### src/rtl/mppc_link_pkg.sv
// Shared definitions for the MPPC serial link scheduler: FSM encoding,
// frame geometry derivation and the frame parity helper.
package mppc_link_pkg;

  typedef enum logic [1:0] {
    ST_IDLE  = 2'd0,
    ST_SHIFT = 2'd1,
    ST_GAP   = 2'd2
  } link_state_e;

  // Widest ID+payload the parity helper accepts; narrower words are zero-extended.
  localparam int PAR_MAX_W = 64;

  function automatic int calc_id_w(input int n_req);
    return (n_req > 1) ? $clog2(n_req) : 1;
  endfunction

  function automatic int calc_frame_bits(input int id_w, input int data_w);
    return id_w + data_w + 1;
  endfunction

  // Bit that makes the total count of ones (including itself) even.
  function automatic logic even_parity(input logic [PAR_MAX_W-1:0] v);
    return ^v;
  endfunction

endpackage

### src/rtl/mppc_link_scheduler_rr_arbiter.sv
// Combinational round-robin arbiter: grants the first set request after ptr,
// wrapping modulo N_REQ.
module rr_arbiter
  import mppc_link_pkg::*;
#(
  parameter int N_REQ = 4,
  parameter int ID_W  = calc_id_w(N_REQ)
) (
  input  logic [N_REQ-1:0] req_i,
  input  logic [ID_W-1:0]  ptr_i,
  output logic [N_REQ-1:0] gnt_o,
  output logic             valid_o
);

  logic found_s;
  logic take_s;

  // Scan offsets 1..N_REQ from the pointer; the first hit wins.
  always_comb begin
    gnt_o   = '0;
    found_s = 1'b0;
    take_s  = 1'b0;
    for (int off = 1; off <= N_REQ; off++) begin
      for (int j = 0; j < N_REQ; j++) begin
        take_s   = !found_s && req_i[j] && (j == ((int'(ptr_i) + off) % N_REQ));
        gnt_o[j] = gnt_o[j] | take_s;
        found_s  = found_s | take_s;
      end
    end
    valid_o = found_s;
  end

endmodule

### src/rtl/mppc_link_scheduler.sv
// Shares one clock/data serial link between N_REQ word producers; frames each
// granted word as {ID, payload, even parity} and shifts it out MSB-first.
module mppc_link_scheduler
  import mppc_link_pkg::*;
#(
  parameter int N_REQ    = 4,
  parameter int DATA_W   = 8,
  parameter int BIT_DIV  = 4800,
  parameter int GAP_BITS = 2
) (
  input  logic                    CLK,
  input  logic                    RSTN,
  input  logic                    EN,
  input  logic [N_REQ-1:0]        REQ,
  input  logic [N_REQ*DATA_W-1:0] REQ_DATA,
  output logic [N_REQ-1:0]        ACK,
  output logic                    clockOut,
  output logic                    dataOut,
  output logic                    frameOut
);

  localparam int ID_W       = calc_id_w(N_REQ);
  localparam int FRAME_BITS = calc_frame_bits(ID_W, DATA_W);
  localparam int DIV_W      = $clog2(BIT_DIV);
  localparam int BCNT_W     = $clog2(FRAME_BITS + 1);
  localparam int GAP_W      = (GAP_BITS > 0) ? $clog2(2 * GAP_BITS + 1) : 1;

  localparam logic [DIV_W-1:0]  DIV_LAST = DIV_W'(BIT_DIV - 1);
  localparam logic [BCNT_W-1:0] BIT_LAST = BCNT_W'(FRAME_BITS - 1);
  localparam logic [GAP_W-1:0]  GAP_LAST = GAP_W'(2 * GAP_BITS - 1);
  localparam logic [ID_W-1:0]   PTR_RST  = ID_W'(N_REQ - 1);

  link_state_e            state_q, state_d;
  logic [DIV_W-1:0]       div_q, div_d;
  logic [BCNT_W-1:0]      bcnt_q, bcnt_d;
  logic [GAP_W-1:0]       gap_q, gap_d;
  logic [FRAME_BITS-1:0]  shift_q, shift_d;
  logic [ID_W-1:0]        ptr_q, ptr_d;
  logic [N_REQ-1:0]       ack_q, ack_d;
  logic                   clk_q, clk_d;
  logic                   frame_q, frame_d;

  logic [N_REQ-1:0]       arb_gnt_s;
  logic                   arb_valid_s;
  logic [ID_W-1:0]        gnt_id_s;
  logic [DATA_W-1:0]      gnt_data_s;
  logic [ID_W+DATA_W-1:0] payload_s;
  logic [FRAME_BITS-1:0]  frame_word_s;

  rr_arbiter #(
    .N_REQ (N_REQ),
    .ID_W  (ID_W)
  ) u_arb (
    .req_i   (REQ),
    .ptr_i   (ptr_q),
    .gnt_o   (arb_gnt_s),
    .valid_o (arb_valid_s)
  );

  // Encode the one-hot grant and mux the granted word into a framed shift word.
  always_comb begin
    gnt_id_s   = '0;
    gnt_data_s = '0;
    for (int i = 0; i < N_REQ; i++) begin
      gnt_id_s   = gnt_id_s | (arb_gnt_s[i] ? ID_W'(i) : '0);
      gnt_data_s = gnt_data_s | ({DATA_W{arb_gnt_s[i]}} & REQ_DATA[i*DATA_W +: DATA_W]);
    end
    payload_s    = {gnt_id_s, gnt_data_s};
    frame_word_s = {payload_s, even_parity(PAR_MAX_W'(payload_s))};
  end

  // Next-state logic: grant in IDLE, bit timing in SHIFT, idle spacing in GAP.
  always_comb begin
    state_d = state_q;
    div_d   = div_q;
    bcnt_d  = bcnt_q;
    gap_d   = gap_q;
    shift_d = shift_q;
    ptr_d   = ptr_q;
    ack_d   = '0;
    clk_d   = clk_q;
    frame_d = frame_q;
    case (state_q)
      ST_IDLE: begin
        div_d  = '0;
        bcnt_d = '0;
        gap_d  = '0;
        clk_d  = 1'b0;
        if (EN && arb_valid_s) begin
          state_d = ST_SHIFT;
          shift_d = frame_word_s;
          ptr_d   = gnt_id_s;
          ack_d   = arb_gnt_s;
          frame_d = 1'b1;
        end else begin
          state_d = ST_IDLE;
          shift_d = '0;
          frame_d = 1'b0;
        end
      end
      ST_SHIFT: begin
        if (div_q != DIV_LAST) begin
          div_d = div_q + 1'b1;
        end else if (!clk_q) begin
          div_d = '0;
          clk_d = 1'b1;
        end else if (bcnt_q == BIT_LAST) begin
          // Falling edge after the last bit closes the frame.
          div_d   = '0;
          bcnt_d  = '0;
          clk_d   = 1'b0;
          frame_d = 1'b0;
          shift_d = '0;
          state_d = (GAP_BITS == 0) ? ST_IDLE : ST_GAP;
        end else begin
          div_d   = '0;
          clk_d   = 1'b0;
          bcnt_d  = bcnt_q + 1'b1;
          shift_d = shift_q << 1'b1;
        end
      end
      ST_GAP: begin
        if (div_q != DIV_LAST) begin
          div_d = div_q + 1'b1;
        end else if (gap_q == GAP_LAST) begin
          div_d   = '0;
          gap_d   = '0;
          state_d = ST_IDLE;
        end else begin
          div_d = '0;
          gap_d = gap_q + 1'b1;
        end
      end
      default: begin
        state_d = ST_IDLE;
        div_d   = '0;
        bcnt_d  = '0;
        gap_d   = '0;
        shift_d = '0;
        clk_d   = 1'b0;
        frame_d = 1'b0;
      end
    endcase
  end

  // State and output registers.
  always_ff @(posedge CLK or negedge RSTN) begin
    if (!RSTN) begin
      state_q <= ST_IDLE;
      div_q   <= '0;
      bcnt_q  <= '0;
      gap_q   <= '0;
      shift_q <= '0;
      ptr_q   <= PTR_RST;
      ack_q   <= '0;
      clk_q   <= 1'b0;
      frame_q <= 1'b0;
    end else begin
      state_q <= state_d;
      div_q   <= div_d;
      bcnt_q  <= bcnt_d;
      gap_q   <= gap_d;
      shift_q <= shift_d;
      ptr_q   <= ptr_d;
      ack_q   <= ack_d;
      clk_q   <= clk_d;
      frame_q <= frame_d;
    end
  end

  assign ACK      = ack_q;
  assign clockOut = clk_q;
  assign dataOut  = shift_q[FRAME_BITS-1];
  assign frameOut = frame_q;

endmodule

### config.mk
export PLATFORM = sky130hd
export DESIGN_NAME = mppc_link_scheduler
export DESIGN_NICKNAME = d
export VERILOG_FILES = /design/src/rtl/mppc_link_pkg.sv /design/src/rtl/mppc_link_scheduler_rr_arbiter.sv /design/src/rtl/mppc_link_scheduler.sv
export SDC_FILE = /design/constraint.sdc
export NUM_CORES = 1
export LEC_CHECK = 0
export BUFFER_PORTS_ARGS = -buffer_cell sky130_fd_sc_hd__buf_2
export CAP_MARGIN = 20
export CORE_ASPECT_RATIO = 0.6
export CORE_MARGIN = 1.5
export CORE_UTILIZATION = 51
export CTS_CLUSTER_SIZE = 25
export DETAILED_ROUTE_END_ITERATION = 12
export PLACE_DENSITY = 0.78
export REMOVE_ABC_BUFFERS = 1
export SYNTH_ARGS = -nofsm -noshare
export SYNTH_HDL_FRONTEND = slang
export SYNTH_SLANG_ARGS = --single-unit
### constraint.sdc
create_clock -name CLK -period 5 [get_ports CLK]
set_input_delay 0.75 -clock CLK [delete_from_list [all_inputs] [get_ports CLK]]
set_output_delay 0.75 -clock CLK [all_outputs]
set_load 0.01 [all_outputs]
# After elaboration in Yosys (flattened, before gate mapping)
# Cells that the tools add are included.
word_totals:
  ff_bits: 41
  latch_bits: 0
  mem_bits_rw: 0
  rom_bits: 0
  input_bits: 39
  out_inout_bits: 7
  mem_count: 0
classes:
  add_sub_neg: 7
  n_mul: 0
  div: 0
  magnitude_cmp: 0
  n_eq_ne: 22
  shift: 0
  muxes: 34
  bitwise: 42
  reduce_logical: 64
op_table:
  columns: ["cell", "n"]
  rows:
  - ["logical NOT 32 bit", 4]
  - ["parity 64 bit", 1]
  - ["2-to-1 mux 11 bit", 4]
  - ["one-hot mux 11 bit (3 select lines)", 1]
  - ["AND 8 bit", 4]
  - ["logical AND 1 bit", 32]
  - ["OR 1 bit", 27]
  - ["2-to-1 mux 13 bit", 2]
  - ["equality test 3 bit, first input constant", 8]
  - ["OR 8 bit", 3]
  - ["2-to-1 mux 4 bit", 5]
  - ["logical NOT 1 bit", 15]
  - ["2-to-1 mux 2 bit", 7]
  - ["adder 13 x 1 -> 13 bit, second input constant", 1]
  - ["inequality test 13 bit, second input constant", 1]
  - ["equality test 2 x 3 -> 1 bit, first input constant", 4]
  - ["inequality test 2 bit, second input constant", 5]
  - ["OR reduction 2 bit", 5]
  - ["2-to-1 mux 1 bit", 8]
  - ["one-hot mux 4 bit (2 select lines)", 1]
  - ["2-to-1 mux 3 bit", 2]
  - ["one-hot mux 2 bit (3 select lines)", 1]
  - ["one-hot mux 3 bit (2 select lines)", 1]
  - ["AND reduction 2 bit", 3]
  - ["other kinds (18)", 24]

# Longest topological paths before layout
depth:
  word_depth: 70
  ltp_mapped: 10

# Modules after synthesis
# Synthesis repeated with hierarchy kept, for this count alone.
hier_totals:
  cells_unflattened: 254
  hier_area_um2: 2290.9
modules_own_cells:
  columns: ["module", "n_inst", "cells_each", "area_each_um2"]
  rows:
  - ["mppc_link_scheduler", 1, 233, 2173.3]
  - ["rr_arbiter", 1, 21, 117.6]

# Least setup slack after synthesis
# Ideal clock, no wire load.
synth_path:
  path_kind: "input port to flip-flop"
  startpoint: "in REQ[3]"
  endpoint: "reg shift_q[0]"
  setup_ps: 92
  arrival_ps: 2719
  t_required_ps: 4908
  setup_slack_ps: 2189
  cell_stages: 10
  n_path_buf: 2
  cell_sequence: "buf_4 > nor2b_4 > o221ai_2 > and2_4 > buf_6 > a222oi_1 > nor2b_1 > o221ai_1 > xnor3_1 > o31ai_2"
synth_via:
  elab_chain_len: 56
synth_lines:
  columns: ["item", "line_no", "text"]
  rows:
  - ["start, declared", "mppc_link_scheduler.sv:14", "input logic [N_REQ-1:0] REQ,"]
  - ["logical AND 1 bit (2 in a row)", "mppc_link_scheduler_rr_arbiter.sv:25", "take_s = !found_s && req_i[j] && (j == ((int'(ptr_i) + off) % N_REQ));"]
  - ["OR 1 bit", "mppc_link_scheduler_rr_arbiter.sv:27", "found_s = found_s | take_s;"]
  - ["logical NOT 1 bit", "mppc_link_scheduler_rr_arbiter.sv:25", null]
  - ["logical AND 1 bit (2 in a row)", "mppc_link_scheduler_rr_arbiter.sv:25", null]
  - ["OR 1 bit", "mppc_link_scheduler_rr_arbiter.sv:27", null]
  - ["logical NOT 1 bit", "mppc_link_scheduler_rr_arbiter.sv:25", null]
  - ["logical AND 1 bit (2 in a row)", "mppc_link_scheduler_rr_arbiter.sv:25", null]
  - ["OR 1 bit", "mppc_link_scheduler_rr_arbiter.sv:27", null]
  - ["[36 not listed]", null, null]
  - ["logical NOT 1 bit", "mppc_link_scheduler_rr_arbiter.sv:25", null]
  - ["logical AND 1 bit (2 in a row)", "mppc_link_scheduler_rr_arbiter.sv:25", null]
  - ["OR 1 bit", "mppc_link_scheduler_rr_arbiter.sv:26", "gnt_o[j] = gnt_o[j] | take_s;"]
  - ["AND 8 bit / 2-to-1 mux 2 bit (equally long branches)", "mppc_link_scheduler.sv:66, mppc_link_scheduler.sv:65", null]
  - ["OR 8 bit / OR 2 bit (equally long branches)", "mppc_link_scheduler.sv:66, mppc_link_scheduler.sv:65", null]
  - ["parity 64 bit", "mppc_link_pkg.sv:24", "return ^v;"]
  - ["2-to-1 mux 11 bit *", "mppc_link_scheduler.sv:89", "if (EN && arb_valid_s) begin"]
  - ["one-hot mux 11 bit (3 select lines) *", "mppc_link_scheduler.sv:83", "case (state_q)"]
  - ["end signal, assigned", "mppc_link_scheduler.sv:163", "shift_q <= shift_d;"]
  - ["end, declared", "mppc_link_scheduler.sv:37", "logic [FRAME_BITS-1:0] shift_q, shift_d;"]
# Every way passes the cells marked *; elsewhere a longest branch is shown, timed or not.
# A chain may end at the register's enable or synchronous reset.

# Final worst setup path
# Ends and elaborated chain as after synthesis.

==> reports/qor.csv <==
metric;value;unit
status;completed;
synthArstFlopShare;1.00;
final_common_cell;buf_2;
arrival;2.90;ns
slowest_stage;a222oi_1;
start_util;0.526;
cts-resized-gates;0;
numCtsBuffers;5;
final_cell_mix;buf_2 (45), dfrtp_1 (39), nand2_1 (28), nor2_1 (26), o21ai_0 (22);
post_cts_buffers;0;
rr_worst_depth;7;
cts_tree;built;
fmax;0.370;GHz
timing.slew.headroom;0.338;
drive_gt1_frac;0.202;
finalPower;0.641;mW
dpl.hpwl;3880;um
cap_violations;0;
post_dp_cell_area;2640;sq um
r2r_slack;2.36;ns
cp_cell_sequence;buf_2, nor2b_4, o221ai_2, and2_4, a222oi_1, nor2b_1, o221ai_1, xnor3_1, o31ai_2;
tightest_slew;0.989;ns
syn_area_per_cell;9.02;sq um
post_synth_num_cell_types;51;
crit_path_start_kind;input pin;
worstHoldPathCells;1;
synth-edff-count;0;
place_congestion;0.900;
crit_path_end_kind;flip-flop;
reg2reg_from;ptr_q[1];
die_area;5120;sq um
yosysSeqAreaShare;0.430;
routed_wl;5290;um
drc;0;
timing.rr.end;shift_q[0];
vias_per_cell;5.58;
fillers;408;
p_leak;1.31;nW
crit_path_max_incr_delay;0.52;ns
rows;19;
clk_latency;0.29;ns
chipHeight;56.0;um
core;4540;sq um
hp-class;flip-flop to flip-flop;
ir_drop;0.152;mV
cts_root_buf;clkbuf_8;
final_antenna_net_count;0;
syn_area;2390;sq um
area_growth_syn_to_layout;14.7;%
hold_slack;0.485;ns
fin_nets;352;
setup_viol;0;
dp.cells;362;
rsz0062_at_grt;false;
htreeDepth;2;
synth_cells;265;
fin_cells;370;
cp.required;5.20;ns
cts.sinks;41;
antenna_found_initial;0;
finalMaxSlewViolations;0;
fin_crit;2.70;ns
fin_area;2740;sq um
ys.flop_type;dfrtp_1;
io_pins;46;
power_density;234;nW/um^2
cts.clk_slew.worst_paths;0.08;ns
grt_pass1_vias;1933;
overflow;0;
setup_tns;0;ns
vias;2064;
grt_pass1_wl;9000;um
clock_skew;0.00360;ns
multi_input_area;1280;sq um
port_buffers;45;
crit_type;input pin to flip-flop;
chipWidth;91.4;um
grt.total_usage;0.223;
finalHoldViolCount;0;
whs_endpoint;bcnt_q[3];
drt_iter0_markers;169;
detail_route.first_pass.iterations;5;
fin_crit_sh;0.540;
cts_buffer_depth;2;
synth-seq-cells;41;
hold_buffers;0;
n_antenna_cell;0;
wire_per_inst;14.3;um
yosys_warnings;0;
crit_fanout;9;
holdCritStartpoint;bcnt_q[3];
regArea;1030;sq um
grt_max_degree;42;
[report_power, final]
group	internal [mW]	switching (mW)	leakage [nW]	total, mW
Sequential	0.331	0	0.483	0.331
Combinational	0.0333	0.0346	0.773	0.0679
Clock	0.125	0.117	0.0542	0.242
Total	0.490	0.152	1.31	0.641
[metal layers]
layer	wire, um	GRT usage	vias up
met5	0	0	-
li1	-	-	1032
met1	2870	0.339	1001
met2	2220	0.323	29
met3	183	0.0519	2
met4	14	0.0491	0
[registers in the layout, indices dropped and copies added, names as in the netlist]
name,flops
shift_q,11
state_q,2
ptr_q,2
frameOut,1
clockOut,1
bcnt_q,4
div_q,13
ACK,4
gap_q,3
[critical path, delay by kind of cell]
kind,cells,cell delay [ns]
AOI/OAI and AO/OA,4,1.02
xor gates and xnor gates,1,0.38
buffers and inverters,1,0.16
and+or+nand+nor,3,0.57
[logic make-up after synthesis]
| kind of cell | count (synthesis) | share of synthesized area |
|---|---|---|
| xor+xnor | 14 | 0.0571 |
| compound gates | 80 | 0.225 |
| simple gates | 104 | 0.213 |
| fa+ha+maj | 7 | 0.0366 |
| buf+inv | 18 | 0.0340 |
| flops | 41 | 0.430 |
| mux | 1 | 0.00471 |
[through the flow]
step,util,setup slack (ns)
6_report,0.603,2.30
5_1_grt,0.603,2.09
4_1_cts,0.603,2.32
3_5_place_dp,0.581,2.01
3_3_place_gp,0.581,2.14
2_1_floorplan,-,2.40
[how the worst max path moves through the flow]
stage / depth (start not counted) / from / to
2_1_floorplan: 8 / REQ[0] / shift_q[0]
3_3_place_gp: 9 / REQ[3] / shift_q[0]
3_5_place_dp: 9 / REQ[3] / shift_q[0]
4_1_cts: 9 / REQ[3] / shift_q[0]
5_1_grt: 9 / REQ[3] / shift_q[0]
6_report: 9 / REQ[3] / shift_q[0]
[cell usage after synthesis (2+ instances only)]
cell	n	area, sq um
a21o_1	3	22.5
a21oi_1	20	100
a222oi_1	4	40.0
a22o_1	3	26.3
a2bb2oi_1	2	17.5
a31oi_1	3	18.8
a32o_1	3	30.0
and2_1	4	25.0
and3_1	7	43.8
buf_2	2	10.0
clkbuf_1	7	26.3
dfrtp_1	39	976
dfstp_2	2	52.6
ha_1	7	87.6
inv_1	7	26.3
nand2_1	28	105
nand2b_1	2	12.5
nand3_1	16	80.1
nor2_1	26	97.6
nor2b_1	9	56.3
nor3_1	3	15.0
o21ai_0	22	110
o21bai_1	2	15.0
o221ai_1	2	17.5
o22ai_1	2	12.5
o31ai_1	3	22.5
or3_1	2	12.5
xnor2_1	5	43.8
xor2_1	8	70.1
[layout make-up]
class / instances / share of cell area
multi-input cells: 206 / 0.467
flip-flops and latches: 41 / 0.375
repair buffers: 45 / 0.0822
clock buffers: 7 / 0.0352
well taps: 63 / 0.0288
inverters: 7 / 0.00959
clock inverters: 1 / 0.00183
Power figures use the tool's default switching activity.
